### config.mk
export PLATFORM = sky130hd
export DESIGN_NAME = fetch_decode_block
export DESIGN_NICKNAME = d
export VERILOG_FILES = /design/src/rtl/fetch_decode_pkg.sv /design/src/rtl/reg_file_8x16.sv /design/src/rtl/fetch_decode_block.sv
export SDC_FILE = /design/constraint.sdc
export NUM_CORES = 1
export LEC_CHECK = 0
export BUFFER_PORTS_ARGS = -buffer_cell sky130_fd_sc_hd__buf_2
export CORE_UTILIZATION = 65
export CTS_BUF_LIST = sky130_fd_sc_hd__clkbuf_8
export DETAILED_ROUTE_END_ITERATION = 6
export HOLD_SLACK_MARGIN = 0.12
export PLACE_DENSITY_LB_ADDON = 0.12
export REMOVE_ABC_BUFFERS = 1
export SLEW_MARGIN = 20
export SYNTH_ARGS = -nofsm -noshare
export SYNTH_HDL_FRONTEND = slang
export SYNTH_SLANG_ARGS = --single-unit
### constraint.sdc
create_clock -name clk -period 15 [get_ports clk]
set_input_delay 1.5 -clock clk [delete_from_list [all_inputs] [get_ports clk]]
set_output_delay 1.5 -clock clk [all_outputs]
set_load 0.02 [all_outputs]
### src/rtl/fetch_decode_pkg.sv
// fetch_decode_pkg: shared opcodes, field layout and widths for fetch/decode and EX
package fetch_decode_pkg;
    localparam int INSTR_W = 16;
    localparam int DATA_W  = 16;
    localparam int PC_W    = 8;
    localparam int OP_W    = 6;
    localparam int REG_W   = 3;
    localparam logic [OP_W-1:0] OP_BZ     = 6'b100000;
    localparam logic [OP_W-1:0] OP_BC     = 6'b100001;
    localparam logic [OP_W-1:0] OP_JMP    = 6'b100010;
    localparam logic [OP_W-1:0] OP_NOP    = 6'b111111;
    localparam logic [OP_W-1:0] OP_EX_MAX = 6'd31;
    localparam logic [INSTR_W-1:0] NOP_WORD = {OP_NOP, 10'b0};
    typedef struct packed {
        logic [OP_W-1:0]  op;
        logic [REG_W-1:0] rd;
        logic [REG_W-1:0] rs;
        logic [REG_W-1:0] rt;
        logic             spare;
    } instr_t;
    function automatic logic is_ex_op(input logic [OP_W-1:0] op);
        return op <= OP_EX_MAX;
    endfunction
endpackage

### src/rtl/reg_file_8x16.sv
// reg_file_8x16: 8x16 register file, R0 hardwired to zero, write-first read bypass
module reg_file_8x16
    import fetch_decode_pkg::*;
(
    input  logic              clk,
    input  logic              reset,
    input  logic              we,
    input  logic [REG_W-1:0]  waddr,
    input  logic [DATA_W-1:0] wdata,
    input  logic [REG_W-1:0]  raddr_a,
    input  logic [REG_W-1:0]  raddr_b,
    output logic [DATA_W-1:0] rdata_a,
    output logic [DATA_W-1:0] rdata_b
);
    logic [DATA_W-1:0] mem [8];

    // write port; R0 is never stored so it always reads zero
    always_ff @(posedge clk or posedge reset) begin
        if (reset) begin
            for (int i = 0; i < 8; i++) mem[i] <= '0;
        end else if (we && waddr != '0) begin
            mem[waddr] <= wdata;
        end
    end

    // read ports with same-cycle write forwarding
    always_comb begin
        rdata_a = raddr_a == '0 ? '0 : (we && waddr == raddr_a) ? wdata : mem[raddr_a];
        rdata_b = raddr_b == '0 ? '0 : (we && waddr == raddr_b) ? wdata : mem[raddr_b];
    end
endmodule

### src/rtl/fetch_decode_block.sv
// fetch_decode_block: PC/IR fetch, branch resolution, operand decode and write-back tracking
module fetch_decode_block
    import fetch_decode_pkg::*;
(
    input  logic               clk,
    input  logic               reset,
    input  logic [INSTR_W-1:0] instr_in,
    input  logic               stall,
    input  logic [DATA_W-1:0]  ans_ex,
    input  logic [1:0]         flag_ex,
    output logic [PC_W-1:0]    pc_out,
    output logic [DATA_W-1:0]  A,
    output logic [DATA_W-1:0]  B,
    output logic [OP_W-1:0]    op_dec,
    output logic               valid_ex
);
    logic [PC_W-1:0]   pc;
    instr_t            ir;
    logic [REG_W-1:0]  rd_q;
    logic              wb_done;
    logic              taken;
    logic              we;
    logic [DATA_W-1:0] rs_val;
    logic [DATA_W-1:0] rt_val;

    assign pc_out = pc;

    // branch decision uses this cycle's flags; a write-back fires once per issued instruction
    always_comb begin
        taken = ir.op == OP_JMP || (ir.op == OP_BZ && flag_ex[0]) || (ir.op == OP_BC && flag_ex[1]);
        we    = valid_ex && !wb_done;
    end

    reg_file_8x16 u_rf (
        .clk     (clk),
        .reset   (reset),
        .we      (we),
        .waddr   (rd_q),
        .wdata   (ans_ex),
        .raddr_a (ir.rs),
        .raddr_b (ir.rt),
        .rdata_a (rs_val),
        .rdata_b (rt_val)
    );

    // fetch, redirect/squash, issue; a stall freezes everything except marking the write-back done
    always_ff @(posedge clk or posedge reset) begin
        if (reset) begin
            pc       <= '0;
            ir       <= NOP_WORD;
            A        <= '0;
            B        <= '0;
            op_dec   <= '0;
            valid_ex <= 1'b0;
            rd_q     <= '0;
            wb_done  <= 1'b0;
        end else if (stall) begin
            wb_done  <= wb_done || valid_ex;
        end else begin
            pc       <= taken ? ir[PC_W-1:0] : pc + 8'd1;
            ir       <= taken ? NOP_WORD : instr_in;
            valid_ex <= is_ex_op(ir.op);
            wb_done  <= 1'b0;
            if (is_ex_op(ir.op)) begin
                A      <= rs_val;
                B      <= rt_val;
                op_dec <= ir.op;
                rd_q   <= ir.rd;
            end
        end
    end
endmodule

Word level (Yosys, flattened, before mapping)
Cells that the tools add are included.
{"block": "word_totals", "reg_bits": 195, "wordCells": 66}
{"block": "op_classes", "add_sub_neg": 1, "order_cmp": 5, "n_eq_ne": 5, "n_mux": 16, "bitwise": 4, "reduce_logical": 15}
{"operator": "two-way mux 16 bit", "n": 10}
{"operator": "bitwise mux 128 bit", "n": 1}
{"operator": "binary-select mux 16 bit (select 3 bit)", "n": 2}
{"operator": "demux 16 bit (select 3 bit)", "n": 1}
{"operator": "== test 6 bit (second input constant)", "n": 3}
{"operator": ">= comparator 4 bit (second input constant)", "n": 3}
{"operator": "inverter 3 -> 4 bit", "n": 3}
{"operator": "adder 8 x 1 -> 8 bit (second input constant)", "n": 1}
{"operator": "two-way mux 8 bit", "n": 1}
{"operator": "logical AND 1 bit", "n": 7}
{"operator": "== test 3 bit", "n": 2}
{"operator": "less-or-equal comparator 6 x 5 -> 1 bit (second input constant)", "n": 1}
{"operator": "logical NOT 3 bit", "n": 2}
{"operator": "< comparator 4 x 1 -> 1 bit (second input constant)", "n": 1}
{"operator": "logical OR 1 bit", "n": 3}
{"operator": "nonzero test 3 bit", "n": 1}
{"operator": "AND reduction 2 bit", "n": 1}
{"operator": "logical NOT 1 bit", "n": 1}
{"operator": "two-way mux 1 bit", "n": 1}
{"operator": "inverter 1 bit", "n": 1}

Logic depth before layout (Yosys ltp)
{"block": "depth", "word_depth": 6, "depth_mapped": 7, "depth_no_buf": 5}

Cells and area by module
Synthesis repeated with hierarchy kept, for this count alone.
{"block": "unflattened", "cells_unflattened": 771, "hier_area_um2": 9828.2}
{"module": "reg_file_8x16", "instances": 1, "cells_each": 548, "area_each_um2": 7064.3}
{"module": "fetch_decode_block", "instances": 1, "cells_each": 223, "area_each_um2": 2763.9}

Least setup slack after synthesis
Ideal clock, no wire load.
{"block": "synth_path", "kind": "in2reg", "from": "input stall", "to": "register A[0]", "arrival_time_ns": 2.813, "slack_ns": 12.097, "path_stages": 7, "n_path_buf": 4, "cell_sequence": "buf_2 or2_2 buf_2 or3_1 buf_2 buf_6 o221ai_1"}
{"block": "synth_between", "elab_chain_cells": 2}
{"item": "start, declared", "line": "fetch_decode_block.sv:8", "text": "input logic stall,"}
{"item": "inverter 1 bit (no source line)"}
{"item": "AND reduction 2 bit (no source line)"}
{"item": "end signal, assigned", "line": "fetch_decode_block.sv:65", "text": "A <= rs_val;"}
{"item": "end, declared", "line": "fetch_decode_block.sv:12", "text": "output logic [DATA_W-1:0] A,"}
Every way passes these cells.
A chain may end at the register's enable or synchronous reset.

Final worst setup path
{"block": "layout_path", "from": "input stall", "to": "register B[9]"}
{"block": "layout_between", "elab_chain_cells": 2}
{"item": "inverter 1 bit (no source line)"}
{"item": "AND reduction 2 bit (no source line)"}
{"item": "end signal, assigned", "line": "fetch_decode_block.sv:66", "text": "B <= rt_val;"}
{"item": "end, declared", "line": "fetch_decode_block.sv:13", "text": "output logic [DATA_W-1:0] B,"}
Every way passes these cells.

==> qor.yml <==
outcome:
  outcome: "completed"
global_routing:
  grt_pass1_wl_microns: 33900
  grt-ovfl-total: 0
  antenna_found_initial: 0
  grt_pass1_vias: 6128
  grtUsageTotal_pct: 30.9
  grt_max_degree: 130
final_layout:
  nets: 793
  layout-drive-gt1-share_pct: 42.1
  final_common_cell: "dfrtp_1"
  syn_to_final_growth_pct: 9.34
  antennaDiodeCount: 0
  fill_cells: 932
  layout_common_cells: "185 x dfrtp_1, 112 x mux2_2, 90 x nand2_1"
power_and_ir_drop:
  p_leak_uw: 0.00475
  peakVddDrop_uv: 109
  p_switching_uw: 610
  p_int_uw: 1240
  power_frac_comb_pct: 31.9
  cellPowerDensity_mw_per_mm2: 177
  switching_share_pct: 33.0
  power.share.clock_pct: 19.6
  pwr-share-seq_pct: 48.5
clock_network:
  cts_made_buffers: 17
  max-clock-path-buffers: 2
  cts.clk_slew.worst_paths_ns: 0.10
  postCtsSetupBuffers: 0
  cts_tree: "done"
  htree_levels: 4
  insertion_delay_ns: 0.48
  ctsHoldBuffers: 0
  cts_resized: 0
  cts.sinks: 195
  ctsRootBufferMaster: "clkbuf_8"
timing:
  max_freq_ghz: 0.268
  setup_tns_ns: 0
  fin_worst_skew_ns: 0.0166
  max_slew_margin_pct: 23.8
  finalSetupViolCount: 0
  final_hold_viol_count: 0
  slew_viol_final: 0
  rsz0062_at_grt: "no"
  post-route-period-util_pct: 24.9
  layout_setup_ws_ns: 11.26
  finalCriticalPeriod_ns: 3.74
  tightest_slew_ns: 1.14
floorplanning:
  start_util_pct: 67.7
  rows: 43
  io_pins: 84
  dieArea_sq_mm: 0.0152
  core_sq_mm: 0.0141
  die_y_microns: 123
  dieWidth_microns: 123
hold_path:
  hold_depth: 0
  hold_class: "flop to flop"
drt:
  drc: 0
  routed_wl_microns: 21500
  first_iter_violations: 495
  vias_per_cell: 6.49
  dr.pass1.iters: 5
  vias: 6156
  wl_per_cell_microns: 22.7
  ant_nets: 0
logic_synthesis:
  ys.flop_type: "dfrtp_1"
  yosys_warnings: 0
  synth.distinct_cells: 48
  syn_area_sq_mm: 0.00958
  synth.top_cell.area_share_pct: 49.4
  synth_area_leader_cell: "dfrtp_1"
  synthTopCellsByArea: "dfrtp_1 49%, mux4_2 15%, mux2_2 13%"
  synth_area_per_cell_sq_um: 13.6
  yosysSeqAreaShare_pct: 51.0
  synth_seq_cells: 195
  synth_cells: 705
  async_reset_ff_share_pct: 100
  synth_edf_count: 0
setup_path:
  criticalPathCategory: "input port to flop"
  critical_path_required_ns: 15.37
  cp_max_fo: 53
  end_kind: "flop"
  arrival_ns: 4.11
  rr_worst_depth: 5
  cp-start-kind: "input port"
place:
  portBuffers: 83
  dpl.hpwl_microns: 13600
  gp_congestion: 0.775
  dp_slack_ns: 10.73
job:
  cap_violations: 0
[worst paths after layout]
kind                          startpoint       endpoint  slack (ns)
max in group asynchronous          reset           A[7]       12.42
setup reg to reg                   ir[6]          A[14]       12.05
setup / recovery                   stall           B[9]       11.26
hold reg to reg            u_rf.mem[126]  u_rf.mem[126]        0.40
hold / removal             u_rf.mem[126]  u_rf.mem[126]        0.40
min in group asynchronous          reset  u_rf.mem[109]        1.21
[metal layers]
layer | GRT usage [%] | up-vias | share of wire [%]
li1 | - | 2694 | -
met1 | 44.6 | 3199 | 43
met2 | 47.7 | 226 | 49
met3 | 6.13 | 37 | 6.4
met4 | 10.2 | 0 | 1.8
met5 | 0 | - | 0
[cell usage after synthesis (all sizes together) (2+ instances only)]
cell and number:
nand4 3, inv 21, nand2b 2, or3 2
xor2 4, nand2 90, nand3b 2, o21bai 3
dfrtp 189, o21ai 18, nor2 14, nand3 3
o22a 3, mux2i 38, o221ai 32, mux2 114
or4b 2, mux4 64, nor3 5, nor3b 3
a211o 2, a211oi 2, dfstp 6, clkbuf 27
a21oi 5, buf 38
[final cells by class]
cell class	instances	area [sq um]	share of cell area (%)
inverters	21	86.3	0.824
repair buffers	96	520	4.97
flip-flops and latches	195	4890	46.7
well taps	180	225	2.15
clock inverters	12	154	1.47
multi-input cells	424	4320	41.2
clock buffers	20	275	2.63
[cells by family after synthesis]
kind of cell | share of synthesized area, %
muxes | 32.5
AOI/OAI and AO/OA | 5.51
DFF | 51.0
buffers and inverters | 4.15
xor gates and xnor gates | 0.457
adders and majority gates | 0.131
and+or+nand+nor | 6.21
[power groups by stage]
stage	Clock (uW)	Combinational (uW)	Sequential [uW]
2_1_floorplan	0	382	914
6_report	362	589	898
3_5_place_dp	0	591	903
4_1_cts	366	594	894
5_1_grt	389	638	922
3_3_place_gp	0	567	887
[per-stage QoR]
stage | power (uW) | cell area (sq um) | std cells | hold slack [ns] | utilization, %
2_1_floorplan | 1300 | 9260 | 640 | 0.365 | -
3_3_place_gp | 1450 | 10000 | 915 | 0.377 | 70.8
3_5_place_dp | 1490 | 10000 | 915 | 0.387 | 70.8
4_1_cts | 1850 | 10500 | 947 | 0.408 | 73.9
5_1_grt | 1950 | 10500 | 948 | 0.423 | 74.0
6_report | 1850 | 10500 | 948 | 0.404 | 74.0
[flip-flops by register name (all words and copies together), names as in the netlist]
name / flops
pc_out: 8
rd_q: 3
wb_done: 1
op_dec: 6
B: 16
ir: 16
A: 16
u_rf.mem: 128
valid_ex: 1
[worst max-delay path, cell delays in order]
cell,delay [ns]
buf_2,0.35
or2_2,0.72
nor2_1,0.29
nand4_1,0.71
o221ai_1,0.51
No activity file was read; power rests on OpenSTA's default activity.
